[src/rtl/nn_pkg.sv]
// Shared constants, FSM state encoding and score type for the
// output-layer argmax controller and its compare stage.
package nn_pkg;

  localparam int NUM_CLASSES = 10;
  localparam int DATA_W      = 16;
  localparam int IDX_W       = 4;

  typedef enum logic [1:0] {
    ST_IDLE   = 2'd0,
    ST_LOAD   = 2'd1,
    ST_RESULT = 2'd2
  } state_t;

  typedef logic signed [DATA_W-1:0] score_t;

endpackage

[src/rtl/argmax_cmp_stage.sv]
// Registered running-maximum tracker: on each enabled beat compares the
// incoming signed score against the held maximum and keeps value/index.
// The first beat of a sequence loads unconditionally; ties keep the
// earlier (lower) index because only a strictly greater score updates.
module argmax_cmp_stage
  import nn_pkg::*;
#(
  parameter int DATA_W = nn_pkg::DATA_W,
  parameter int IDX_W  = nn_pkg::IDX_W
) (
  input  logic              clk,
  input  logic              rst,
  input  logic              en,
  input  logic              first,
  input  logic [IDX_W-1:0]  idx,
  input  logic [DATA_W-1:0] data,
  output logic [IDX_W-1:0]  max_index,
  output logic [DATA_W-1:0] max_value
);

  logic [IDX_W-1:0]  r_max_index;
  logic [DATA_W-1:0] r_max_value;
  logic              w_take;

  assign w_take = first || ($signed(data) > $signed(r_max_value));

  // Update the held maximum when a beat is accepted and wins the compare
  always_ff @(posedge clk) begin
    if (rst) begin
      r_max_index <= '0;
      r_max_value <= '0;
    end else if (en && w_take) begin
      r_max_index <= idx;
      r_max_value <= data;
    end
  end

  assign max_index = r_max_index;
  assign max_value = r_max_value;

endmodule

[src/rtl/argmax_seq_ctrl.sv]
// Sequential argmax controller: collects NUM_CLASSES serial signed scores,
// tracks the winner one compare per cycle, then presents index, value and
// the captured score vector under a valid/ready result handshake.
module argmax_seq_ctrl
  import nn_pkg::*;
#(
  parameter int NUM_CLASSES = nn_pkg::NUM_CLASSES,
  parameter int DATA_W      = nn_pkg::DATA_W,
  parameter int IDX_W       = nn_pkg::IDX_W
) (
  input  logic                          clk,
  input  logic                          rst,
  input  logic                          start,
  input  logic                          in_valid,
  input  logic [DATA_W-1:0]             in_data,
  output logic                          in_ready,
  output logic                          busy,
  output logic                          result_valid,
  input  logic                          result_ready,
  output logic [IDX_W-1:0]              max_index,
  output logic [DATA_W-1:0]             max_value,
  output logic [NUM_CLASSES*DATA_W-1:0] scores_packed
);

  state_t           r_state;
  state_t           w_state_next;
  logic [IDX_W-1:0] r_cnt;
  logic             w_accept;
  logic             w_last;

  assign w_accept = in_valid && in_ready;
  assign w_last   = (r_cnt == IDX_W'(NUM_CLASSES - 1));

  // State register
  always_ff @(posedge clk) begin
    if (rst) r_state <= ST_IDLE;
    else     r_state <= w_state_next;
  end

  // Next-state logic; start is only honoured in IDLE
  always_comb begin
    w_state_next = r_state;
    case (r_state)
      ST_IDLE:   if (start)             w_state_next = ST_LOAD;
      ST_LOAD:   if (w_accept && w_last) w_state_next = ST_RESULT;
      ST_RESULT: if (result_ready)      w_state_next = ST_IDLE;
      default:                          w_state_next = ST_IDLE;
    endcase
  end

  // Handshake and status outputs decoded from the current state
  always_comb begin
    in_ready     = 1'b0;
    busy         = 1'b0;
    result_valid = 1'b0;
    case (r_state)
      ST_LOAD: begin
        in_ready = 1'b1;
        busy     = 1'b1;
      end
      ST_RESULT: begin
        busy         = 1'b1;
        result_valid = 1'b1;
      end
      default: ;
    endcase
  end

  // Beat counter: cleared on start, advanced per beat, held on the final
  // beat so it never wraps even when NUM_CLASSES == 2**IDX_W
  always_ff @(posedge clk) begin
    if (rst) begin
      r_cnt <= '0;
    end else if (r_state == ST_IDLE && start) begin
      r_cnt <= '0;
    end else if (w_accept && !w_last) begin
      r_cnt <= r_cnt + IDX_W'(1);
    end
  end

  // Score buffer: one register per class, class 0 in the top bits
  generate
    for (genvar gi = 0; gi < NUM_CLASSES; gi++) begin : g_slot
      logic [DATA_W-1:0] r_slot;

      // Capture the beat addressed to this slot
      always_ff @(posedge clk) begin
        if (rst)                                      r_slot <= '0;
        else if (w_accept && (r_cnt == IDX_W'(gi)))   r_slot <= in_data;
      end

      assign scores_packed[(NUM_CLASSES-gi)*DATA_W-1 -: DATA_W] = r_slot;
    end
  endgenerate

  argmax_cmp_stage #(
    .DATA_W (DATA_W),
    .IDX_W  (IDX_W)
  ) u_cmp (
    .clk       (clk),
    .rst       (rst),
    .en        (w_accept),
    .first     (r_cnt == '0),
    .idx       (r_cnt),
    .data      (in_data),
    .max_index (max_index),
    .max_value (max_value)
  );

endmodule

[config.mk]
export PLATFORM = sky130hd
export DESIGN_NAME = argmax_seq_ctrl
export DESIGN_NICKNAME = d
export VERILOG_FILES = /design/src/rtl/nn_pkg.sv /design/src/rtl/argmax_cmp_stage.sv /design/src/rtl/argmax_seq_ctrl.sv
export SDC_FILE = /design/constraint.sdc
export NUM_CORES = 1
export LEC_CHECK = 0
export ABC_AREA = 1
export CORE_ASPECT_RATIO = 1.25
export CORE_MARGIN = 2
export CORE_UTILIZATION = 52
export CTS_CLUSTER_DIAMETER = 50
export DETAILED_ROUTE_END_ITERATION = 10
export MAX_ROUTING_LAYER = met4
export PLACE_DENSITY = 0.95
export SLEW_MARGIN = 20
export SYNTH_ARGS = -nofsm -noshare
export SYNTH_HDL_FRONTEND = slang
export SYNTH_SLANG_ARGS = --single-unit
[constraint.sdc]
create_clock -name clk -period 4.65 [get_ports clk]
set_input_delay 1.1625 -clock clk [delete_from_list [all_inputs] [get_ports clk]]
set_output_delay 1.1625 -clock clk [all_outputs]
set_load 0.02 [all_outputs]
# After elaboration in Yosys (flattened, before gate mapping)
# Cells that the tools add are included.
# word_totals
output_inout_bits,183
register_bits,186
inputBits,21
# op_classes
n_eq_ne,14
n_addsub,1
n_mux,7
n_reduce_logical,21
order_cmp,1
# op_table
operator,n
equality test 4 x 3 -> 1 bit (second input constant),4
greater-than comparator 16 bit,1
logical AND 1 bit,14
equality test 4 x 2 -> 1 bit (second input constant),2
equality test 4 bit (second input constant),2
two-way mux 2 bit,3
!= test 2 bit (second input constant),3
case mux 2 bit (3 select lines),1
adder 4 x 1 -> 4 bit (second input constant),1
equality test 4 x 1 -> 1 bit (second input constant),1
logical NOT 4 bit,1
OR reduction 2 bit,2
two-way mux 1 bit,3
AND reduction 3 bit,1
equality test 2 x 1 -> 1 bit (second input constant),1
equality test 2 bit (second input constant),1
logical NOT 2 bit,1
logical NOT 1 bit,1
logical OR 1 bit,1

# Logic depth before layout (Yosys ltp)
# Gate-level depths: netlist of run 1.
# depth
ltp_word,6
ltp_mapped,19

# Cells and area by module
# From an unflattened synthesis of run 1, not the netlist that was laid out.
# unflattened
hier_cells,995
area_unflattened_um2,7428.4
# by_module_without_submodules
mod,seq_area_each_um2,area_each_um2,instances,cells_each
argmax_seq_ctrl,3323.2,6069.6,1,789
argmax_cmp_stage,400.4,1358.8,1,206

# Worst setup path after synthesis of run 1
# OpenSTA, ideal clock, no wires.
# synth_path
path_type,input-to-reg
start,input port in_data[0]
end,register u_cmp.r_max_value[10] (netlist: u_cmp.max_value[10])
path_buffers,2
setup_ps,115
cell_stages,17
arrival_ps,2536
path_slack_ps,1999
cell_sequence,inv_1 > clkbuf_1 > ha_1 > inv_1 > nand2_1 > nand2_1 > nand2_1 > nand2_1 > nand2_1 > nand2_1 > nand2_1 > nand3_1 > nand2_1 > nand2_2 > buf_4 > a21oi_1 > nor2_1
# synth_between
elab_chain_cells,3
# synth_lines
element,line,text
start: declaration,argmax_seq_ctrl.sv:15,"input logic [DATA_W-1:0] in_data,"
greater-than comparator 16 bit,argmax_cmp_stage.sv:25,assign w_take = first || ($signed(data) > $signed(r_max_value));
logical OR 1 bit,argmax_cmp_stage.sv:25,
logical AND 1 bit,argmax_cmp_stage.sv:32,end else if (en && w_take) begin
end signal: assignment,argmax_cmp_stage.sv:34,r_max_value <= data;
end: declaration,argmax_cmp_stage.sv:22,logic [DATA_W-1:0] r_max_value;
# Every way passes these cells.
# A chain may end at the register's enable or synchronous reset.

# Final worst setup path of run 1
# layout_path
start,input port in_data[3]
end,register u_cmp.r_max_value[6] (netlist: u_cmp.max_value[6])
# The elaborated chain is that of the path after synthesis.

==> results of run 1 <==
==> worst register-to-register path, stage by stage (launching register included) <==
cell and delay (ns):
dfxtp_1 0.35, inv_1 0.07, ha_1 0.29, nand2_1 0.09, inv_1 0.06, nand2_1 0.08, nand2_1 0.05, nand2_1 0.09
nand2_1 0.06, nand2_1 0.08, nand2_1 0.06, nand2_1 0.09, nand2_1 0.07, nand2_2 0.52, nand3_1 0.19, nand2_1 0.12
nor2_1 0.05
==> final timing paths <==
check,from,to,depth (start not counted)
min reg2reg,g_slot[2].r_slot[9],g_slot[2].r_slot[9],2
max,in_data[3],u_cmp.max_value[6],17
min,g_slot[2].r_slot[9],g_slot[2].r_slot[9],2
max reg2reg,u_cmp.max_value[3],u_cmp.max_value[6],16
==> state kept, by name, indices dropped and copies added (netlist names) <==
signal and cells:
u_cmp.max_value 16, r_cnt 4, u_cmp.max_index 4, r_state 2, g_slot.r_slot 160
==> report_power, final <==
group          internal, mW  leakage, nW  switching, mW
combinational         0.401         2.37          0.614
sequential             1.70         1.50         0.0715
clock                 0.774        0.297          0.701
total                  2.88         4.17           1.39
==> final cells by class <==
| class | count | area share |
|---|---|---|
| sequential | 186 | 0.373 |
| multi-input combinational | 653 | 0.306 |
| timing repair buffer | 221 | 0.218 |
| clock buffer | 17 | 0.0426 |
| tap | 175 | 0.0219 |
| inverter | 53 | 0.0204 |
| clock inverter | 15 | 0.0176 |
==> layer usage <==
layer	GRT usage	wire, µm	vias up
met3	0.0772	1990	101
li1	-	-	3403
met1	0.364	8900	3341
met2	0.486	10900	358
met5	-	0	-
met4	0.187	1420	0
==> logic make-up after synthesis <==
| family | count (synthesis) | share of synthesized area |
|---|---|---|
| AO/OA/AOI/OAI | 209 | 0.146 |
| adder cells (fa/ha/maj) | 24 | 0.0413 |
| AND/OR/NAND/NOR | 420 | 0.232 |
| buffers and inverters | 117 | 0.0693 |
| flip-flops | 186 | 0.512 |
==> per-stage QoR <==
step | util | instances | instance area [µm²]
finish | 0.725 | 1320 | 9980
global route | 0.725 | 1320 | 9980
CTS | 0.725 | 1320 | 9980
detailed placement | 0.682 | 1288 | 9380
global placement | 0.682 | 1288 | 9380
floorplan | - | 956 | 7280
==> cell usage in the layout, fill, tap and decap left out, types with 5 or more instances in the layout <==
| cell type | instances |
|---|---|
| a21oi_1 | 41 |
| buf_4 | 17 |
| clkbuf_16 | 17 |
| clkdlybuf4s50_1 | 203 |
| dfxtp_1 | 186 |
| ha_1 | 24 |
| inv_1 | 39 |
| inv_2 | 9 |
| inv_8 | 6 |
| nand2_1 | 48 |
| nand2_2 | 5 |
| nand3_1 | 23 |
| nor2_1 | 332 |
| nor2_4 | 7 |
| o21ai_0 | 161 |
==> out/results.ini, run 1 <==
[floorplanning]
dieArea_um2=15000
start_util=0.529
die_h_um=136
fp.dieW_um=110
coreArea_um2=13800
rows=48
pin_count=204

[setup_path]
path_common_cell=nand2_1
endpoint_kind=flip-flop
arrival_ns=3.75
critical_path.startpoint_type=primary input
reg2reg_slack_ns=2.22
cp_top_family=simple AND/OR/NAND/NOR gates
cp_slowest_cell=nand2_2
max_stage_delay_ns=0.52
critPathKind=in -> reg
worst-path-max-fanout=40
cp.required_ns=4.97
worstPathCellList=clkdlybuf4s50_1 > buf_4 > ha_1 > nand2_1 > inv_1 > nand2_1 > nand2_1 > nand2_1 > nand2_1 > nand2_1 > nand2_1 > nand2_1 > nand2_1 > nand2_2 > nand3_1 > nand2_1 > nor2_1
path_buf_inv=3

[route]
wirelength_um=23200
drcViolationCount=0
post_drt_wl_per_cell_um=17.6
first_pass_iters=5
avgViaCountPerCell=5.46
drt-initial-drc-count=643
num_vias=7203
ant_nets=0

[finish]
drive_gt1_frac=0.0672
nNetsFinal=1177
regArea_um2=3720
fill_cells=971
diodes=0
syn_to_final_growth_pct=37.1
multi_input_area_um2=3050

[clock_network]
root_buffer=clkbuf_16
cts_tree=yes
clk-insertion-delay-late_ns=0.43
clkSlewWorstSetupHoldPaths_ns=0.07
cts_resized=0
cts_made_buffers=17
cts_hold_buf=0
htreeDepth=4
cts_sinks=186
post_cts_buffers=0
clock_path_buffers=2

[power]
p_leak_nw=4.17
p_per_area_nw_per_um2=427
report.power.total_mw=4.26
ir_drop_mv=0.280

[sta]
fin_crit_ns=3.43
slew_viol_final=0
worst_hold_slack_ns=0.488
relSlewSlack=0.389
finalSetupViolCount=0
hold_viol_final=0
period_share=0.738
finalWorstSetupSlack_ns=1.22
max_freq_mhz=291
rsz0062_at_grt=no
skew_ns=0.0109
setup_tns_ns=0
worst_slew_pin_slew_ns=0.916

[logic_synthesis]
synth_flop_cell=dfxtp_1
yosys.cell_count.top_type=nor2_1
netlist.area_leader.share=0.512
yosysTopAreaCell=dfxtp_1
yosys-top-cells-count=nor2_1 (332), dfxtp_1 (186), o21ai_0 (161), nand2_1 (48), a21oi_1 (41)
postSynthCellCount=956
synth_seq_cells=186
synth_area_um2=7280
avgSynthCellArea_um2=7.61
ys_types=28
synthTopCellsByArea=dfxtp_1 (51%), nor2_1 (17%), o21ai_0 (11%)
synth_edf_count=0
async_flop_share=0
synth_nets=1001
synth-seq-area-share=0.512
synth_warnings=0

[hold_path]
hp-class=reg -> reg

[global_routing]
grt_pass1_vias=6777
grt_max_degree=94
grt_pass1_wl_um=35000
grt_usage=0.314
grt_overflow=0
antenna_found_initial=0

[placement]
io_buffers=203
dpl.hpwl_um=15000
dp_slack_ns=0.982
gp_congestion=0.882

[run]
drv_cap=0

[run_status]
status=finished, final reports clean

Power figures use the tool's default switching activity.
==> run 2: changes to the inputs <==
--- a/config.mk
+++ b/config.mk
@@ -8,11 +8,11 @@
 export ABC_AREA = 1
 export CORE_ASPECT_RATIO = 1.25
 export CORE_MARGIN = 2
-export CORE_UTILIZATION = 52
+export CORE_UTILIZATION = 43
 export CTS_CLUSTER_DIAMETER = 50
 export DETAILED_ROUTE_END_ITERATION = 10
 export MAX_ROUTING_LAYER = met4
-export PLACE_DENSITY = 0.95
+export PLACE_DENSITY = 0.86
 export SLEW_MARGIN = 20
 export SYNTH_ARGS = -nofsm -noshare
 export SYNTH_HDL_FRONTEND = slang
==> constraint.sdc (replaced) <==
create_clock -name clk -period 2.8 [get_ports clk]
set_input_delay 0.7 -clock clk [delete_from_list [all_inputs] [get_ports clk]]
set_output_delay 0.7 -clock clk [all_outputs]
set_load 0.02 [all_outputs]
==> out/results.ini, run 2 (synthesis gave the netlist of run 1 again) <==
[route]
drcViolationCount=0  ; unchanged
drt-initial-drc-count=424  ; -34%
first_pass_iters=5  ; unchanged
num_vias=7028  ; -2.4%
avgViaCountPerCell=5.10  ; -6.5%
ant_nets=0  ; unchanged
post_drt_wl_per_cell_um=16.4  ; -6.6%
wirelength_um=22600  ; -2.5%

[floorplanning]
dieArea_um2=18000  ; +20%
fp.dieW_um=120  ; +9.6%
die_h_um=149  ; +9.7%
start_util=0.435  ; -0.0937
pin_count=204  ; unchanged
coreArea_um2=16700  ; +22%
rows=53  ; +10%

[sta]
period_share=0.885
hold_viol_final=0  ; unchanged
fin_crit_ns=2.48
setup_tns_ns=0  ; unchanged
worst_hold_slack_ns=0.484  ; -0.00339 ns
finalWorstSetupSlack_ns=0.322  ; -0.896 ns
relSlewSlack=0.358  ; -0.0307
skew_ns=0.00659  ; -0.00435 ns
finalSetupViolCount=0  ; unchanged
slew_viol_final=0  ; unchanged
worst_slew_pin_slew_ns=0.962  ; +0.0459 ns
rsz0062_at_grt=no
max_freq_mhz=404

[global_routing]
grt_usage=0.256  ; -0.0574
grt_pass1_vias=6509  ; -4.0%
grt_overflow=0  ; unchanged
grt_max_degree=95  ; +1.1%
grt_pass1_wl_um=34600  ; -1.1%
antenna_found_initial=0  ; unchanged

[finish]
nNetsFinal=1190  ; +1.1%
layout_commonest_cell=nor2_1
instances_no_fill=1378  ; +4.4%
largest_reg_flops=160  ; unchanged
diodes=0  ; unchanged
drive_gt1_frac=0.0769  ; +0.00961
final_cell_mix=nor2_1 (332), clkdlybuf4s50_1 (203), dfxtp_1 (186), o21ai_0 (161), nand2_1 (48)
fill_cells=1438  ; +48%
syn_to_final_growth_pct=40.1
fin_util=0.610  ; -0.115
regMostFlops=g_slot.r_slot

[clock_network]
cts_resized=0  ; unchanged
cts_tree=yes
clock_path_buffers=2  ; unchanged
cts_sinks=186  ; unchanged
clk-insertion-delay-late_ns=0.42  ; about the same
post_cts_buffers=0  ; unchanged
root_buffer=clkbuf_16
cts_hold_buf=0  ; unchanged
clkSlewWorstSetupHoldPaths_ns=0.07  ; about the same
cts_made_buffers=17  ; unchanged
htreeDepth=4  ; unchanged

[setup_path]
max_stage_delay_ns=0.65  ; +0.13 ns
path_buf_inv=2  ; -1
arrival_ns=1.78  ; -1.97 ns
worstPathCellList=inv_1 > ha_1 > clkdlybuf4s50_1
cp_top_family=buffers and inverters
critical_path.startpoint_type=flip-flop
cp.required_ns=2.10  ; -2.87 ns
worst-path-max-fanout=4  ; -90%
cp_slowest_cell=clkdlybuf4s50_1
endpoint_kind=output port
critPathKind=reg -> out

[placement]
gp_congestion=0.878  ; -0.46%
io_buffers=203  ; unchanged
dpl.hpwl_um=15200  ; +1.4%
numPlacedInstances=1346  ; +4.5%
dp_slack_ns=0.122  ; -0.860 ns

[power]
p_leak_nw=4.26  ; +2.1%
p_per_area_nw_per_um2=703  ; +65%
ir_drop_mv=0.447  ; +60%

[hold_path]
hp-class=reg -> reg

[run_status]
status=finished, final reports clean

[run]
drv_cap=0  ; unchanged

## run 2: final timing paths
kind / slack (ns) / to / depth (start not counted) / startpoint
worst min register to register: 0.48 / g_slot[6].r_slot[14] / 2 / g_slot[6].r_slot[14]
worst max-delay path: 0.32 / in_ready / 3 / r_state[1]
worst min-delay path: 0.48 / g_slot[6].r_slot[14] / 2 / g_slot[6].r_slot[14]
worst max register to register: 0.57 / u_cmp.max_value[0] / 10 / r_state[1]
## run 2: worst register-to-register path: stages (launching register included)
cell and delay [ns]:
dfxtp_1 0.33, inv_1 0.08, ha_1 0.26, nand2_2 0.20
inv_4 0.08, nand2_4 0.10, nor2_4 0.04, inv_2 0.69
nand3_1 0.19, nand2_1 0.11, nor2_1 0.04
## run 2: metrics by stage
step	total power [mW]	instance area [µm²]
floorplan	4.01	7280
global placement	4.60	9570
detailed placement	4.66	9570
CTS	7.19	10200
global route	7.48	10200
finish	7.17	10200
## run 2: routing by layer
layer | up-vias | global-route usage | routed length (µm)
li1 | 3422 | - | -
met1 | 3315 | 0.303 | 9520
met2 | 253 | 0.425 | 10900
met3 | 38 | 0.0617 | 1490
met4 | 0 | 0.0953 | 668
met5 | - | - | 0
## run 2: area by class of cell
cell class              count  area (µm²)  area share
clock buffers              19         443      0.0435
flip-flops and latches    186        3720       0.365
inverters                  53         204      0.0200
repair buffers            234        2310       0.227
clock inverters            13         184      0.0180
multi-input cells         653        3050       0.299
well taps                 220         275      0.0270
## run 2: power breakdown
group | internal (mW) | switching, mW | leakage, nW
Combinational | 0.690 | 0.975 | 2.45
Clock | 1.46 | 1.10 | 0.305
Sequential | 2.83 | 0.116 | 1.50
==> run 3: changes to the inputs <==
--- a/config.mk
+++ b/config.mk
@@ -7,13 +7,11 @@
 export LEC_CHECK = 0
 export ABC_AREA = 1
 export CORE_ASPECT_RATIO = 1.25
-export CORE_MARGIN = 2
-export CORE_UTILIZATION = 43
+export CORE_UTILIZATION = 52
 export CTS_CLUSTER_DIAMETER = 50
 export DETAILED_ROUTE_END_ITERATION = 10
 export MAX_ROUTING_LAYER = met4
-export PLACE_DENSITY = 0.86
-export SLEW_MARGIN = 20
+export PLACE_DENSITY = 0.95
 export SYNTH_ARGS = -nofsm -noshare
 export SYNTH_HDL_FRONTEND = slang
 export SYNTH_SLANG_ARGS = --single-unit
==> constraint.sdc (replaced) <==
create_clock -name clk -period 3.2 [get_ports clk]
set_input_delay 0.8 -clock clk [delete_from_list [all_inputs] [get_ports clk]]
set_output_delay 0.8 -clock clk [all_outputs]
set_load 0.02 [all_outputs]
==> out/results.ini, run 3 (synthesis gave the netlist of run 1 again) <==
[run_status]
status=finished, final reports clean

[setup_path]
critical_path.startpoint_type=primary input
reg2reg_slack_ns=0.92  ; +0.35 ns
critPathKind=in -> reg
cp_top_family=simple AND/OR/NAND/NOR gates
worst-path-max-fanout=30  ; +26
max_stage_delay_ns=0.45  ; -0.20 ns
crit_start=in_data[15]
cp.required_ns=3.52  ; +1.42 ns
r2r-start=u_cmp.max_value[15]
path_buf_inv=3  ; +1
reg2reg_depth=14  ; +4
worstPathCellList=clkdlybuf4s50_1 > ha_1 > nand2_1 > nor2_1 > nand2_1 > clkinv_1 > nand2_1 > nand3_1 > nand2_1 > nand2_2 > buf_12 > nand3_1 > nand2_1 > nor2_1
arrival_ns=3.02  ; +1.24 ns
endpoint_kind=flip-flop
path_common_cell=nand2_1
cp_slowest_cell=clkdlybuf4s50_1
r2r-end=u_cmp.max_value[9]

[finish]
multi_input_area_um2=3050  ; unchanged
largest_reg_flops=160  ; unchanged
nNetsFinal=1184  ; -0.50%
fill_cells=921  ; -36%
layout_commonest_cell=nor2_1
regArea_um2=3720  ; unchanged
diodes=0  ; unchanged
drive_gt1_frac=0.0729  ; -0.00394
final_cell_mix=nor2_1 (332), clkdlybuf4s50_1 (203), dfxtp_1 (186), o21ai_0 (161), nand2_1 (48)
syn_to_final_growth_pct=38.3
regMostFlops=g_slot.r_slot
final_cell_area_um2=10100  ; -1.3%

[hold_path]
hp-class=reg -> reg
holdCritStartpoint=g_slot[2].r_slot[4]
hold_end=g_slot[2].r_slot[4]
whs_path_depth=2  ; unchanged

[power]
p_per_area_nw_per_um2=614  ; -13%
p_leak_nw=4.21  ; -1.1%
ir_drop_mv=0.346  ; -23%

[floorplanning]
coreArea_um2=13500  ; -19%
rows=47  ; -11%
pin_count=204  ; unchanged
fp.dieW_um=108  ; -10%
die_h_um=134  ; -10%
start_util=0.540  ; +0.105
dieArea_um2=14500  ; -20%

[placement]
dpl.hpwl_um=15000  ; -0.98%
place_area_um2=9460  ; -1.1%
gp_congestion=0.907  ; +3.4%
io_buffers=203  ; unchanged

[route]
ant_nets=0  ; unchanged
wirelength_um=23000  ; +1.5%
first_pass_iters=5  ; unchanged
num_vias=7167  ; +2.0%
post_drt_wl_per_cell_um=17.4  ; +5.7%
drt-initial-drc-count=510  ; +20%
avgViaCountPerCell=5.42  ; +6.2%
drcViolationCount=0  ; unchanged

[clock_network]
clkSlewWorstSetupHoldPaths_ns=0.07  ; about the same
cts_sinks=186  ; unchanged
clk-insertion-delay-late_ns=0.43  ; about the same
cts_made_buffers=17  ; unchanged
root_buffer=clkbuf_16
clock_path_buffers=2  ; unchanged
cts_tree=yes
htreeDepth=4  ; unchanged
post_cts_buffers=0  ; unchanged
cts_hold_buf=0  ; unchanged
cts_resized=0  ; unchanged

[sta]
setup_tns_ns=0  ; unchanged
finalSetupViolCount=0  ; unchanged
max_freq_mhz=370
slew_viol_final=0  ; unchanged
period_share=0.844
fin_crit_ns=2.70
worst_hold_slack_ns=0.485  ; +0.000354 ns
hold_viol_final=0  ; unchanged
worst_slew_pin_slew_ns=0.464  ; -0.498 ns
skew_ns=0.0150  ; +0.00838 ns
relSlewSlack=0.689  ; +0.331
rsz0062_at_grt=no

[global_routing]
grt_overflow=0  ; unchanged
grt_max_degree=60  ; -37%
grt_usage=0.326  ; +0.0698
grt_pass1_vias=6584  ; +1.2%
grt_pass1_wl_um=34600  ; unchanged
antenna_found_initial=0  ; unchanged

[run]
drv_cap=0  ; unchanged

## run 3: cell types whose count changed in the layout (fill, tap and decap cells not counted)
cell	delta
clkinv_8	+5
inv_6	+3
clkbuf_8	-1
clkinv_4	-3
bufinv_16	-3
buf_4	-6
clkbuf_1	-1
## run 3: worst max path at each step
stage / endpoint / depth (start not counted)
CTS: u_cmp.max_value[7] / 14
detailed placement: u_cmp.max_value[10] / 14
floorplan: u_cmp.max_value[10] / 17
global route: u_cmp.max_value[10] / 14
global placement: u_cmp.max_value[5] / 13
finish: u_cmp.max_value[9] / 14
## run 3: worst min-delay path: cells and delay by family (launching register included)
kind,cells,cell delay [ns]
flip-flops,1,0.33
AND/OR/NAND/NOR,2,0.13
## run 3: where the power goes
part           switching (mW)  total [mW]  internal (mW)
Combinational           0.895        1.50          0.607
Sequential              0.106        2.58           2.47
Clock                    1.04        2.10           1.06
## run 3: area by class of cell
type | count | area share
flip-flops and latches | 186 | 0.370
multi-input cells | 653 | 0.303
repair buffers | 228 | 0.226
clock buffers | 17 | 0.0423
well taps | 171 | 0.0213
inverters | 53 | 0.0203
clock inverters | 15 | 0.0174
## run 3: per-stage QoR
stage	power, mW	util	cells	worst slack (ns)
3_3_place_gp	4.02	0.702	1291	0.388
2_1_floorplan	3.51	-	956	0.911
3_5_place_dp	4.09	0.702	1291	0.263
4_1_cts	6.17	0.747	1323	0.586
5_1_grt	6.43	0.747	1323	0.387
6_report	6.18	0.747	1323	0.500
## run 3: layer usage
metal | vias to the layer above | GRT usage | share of wire
met3 | 65 | 0.0656 | 0.088
met1 | 3308 | 0.386 | 0.39
met2 | 375 | 0.516 | 0.48
met4 | 0 | 0.179 | 0.046
li1 | 3419 | - | -
met5 | - | - | 0
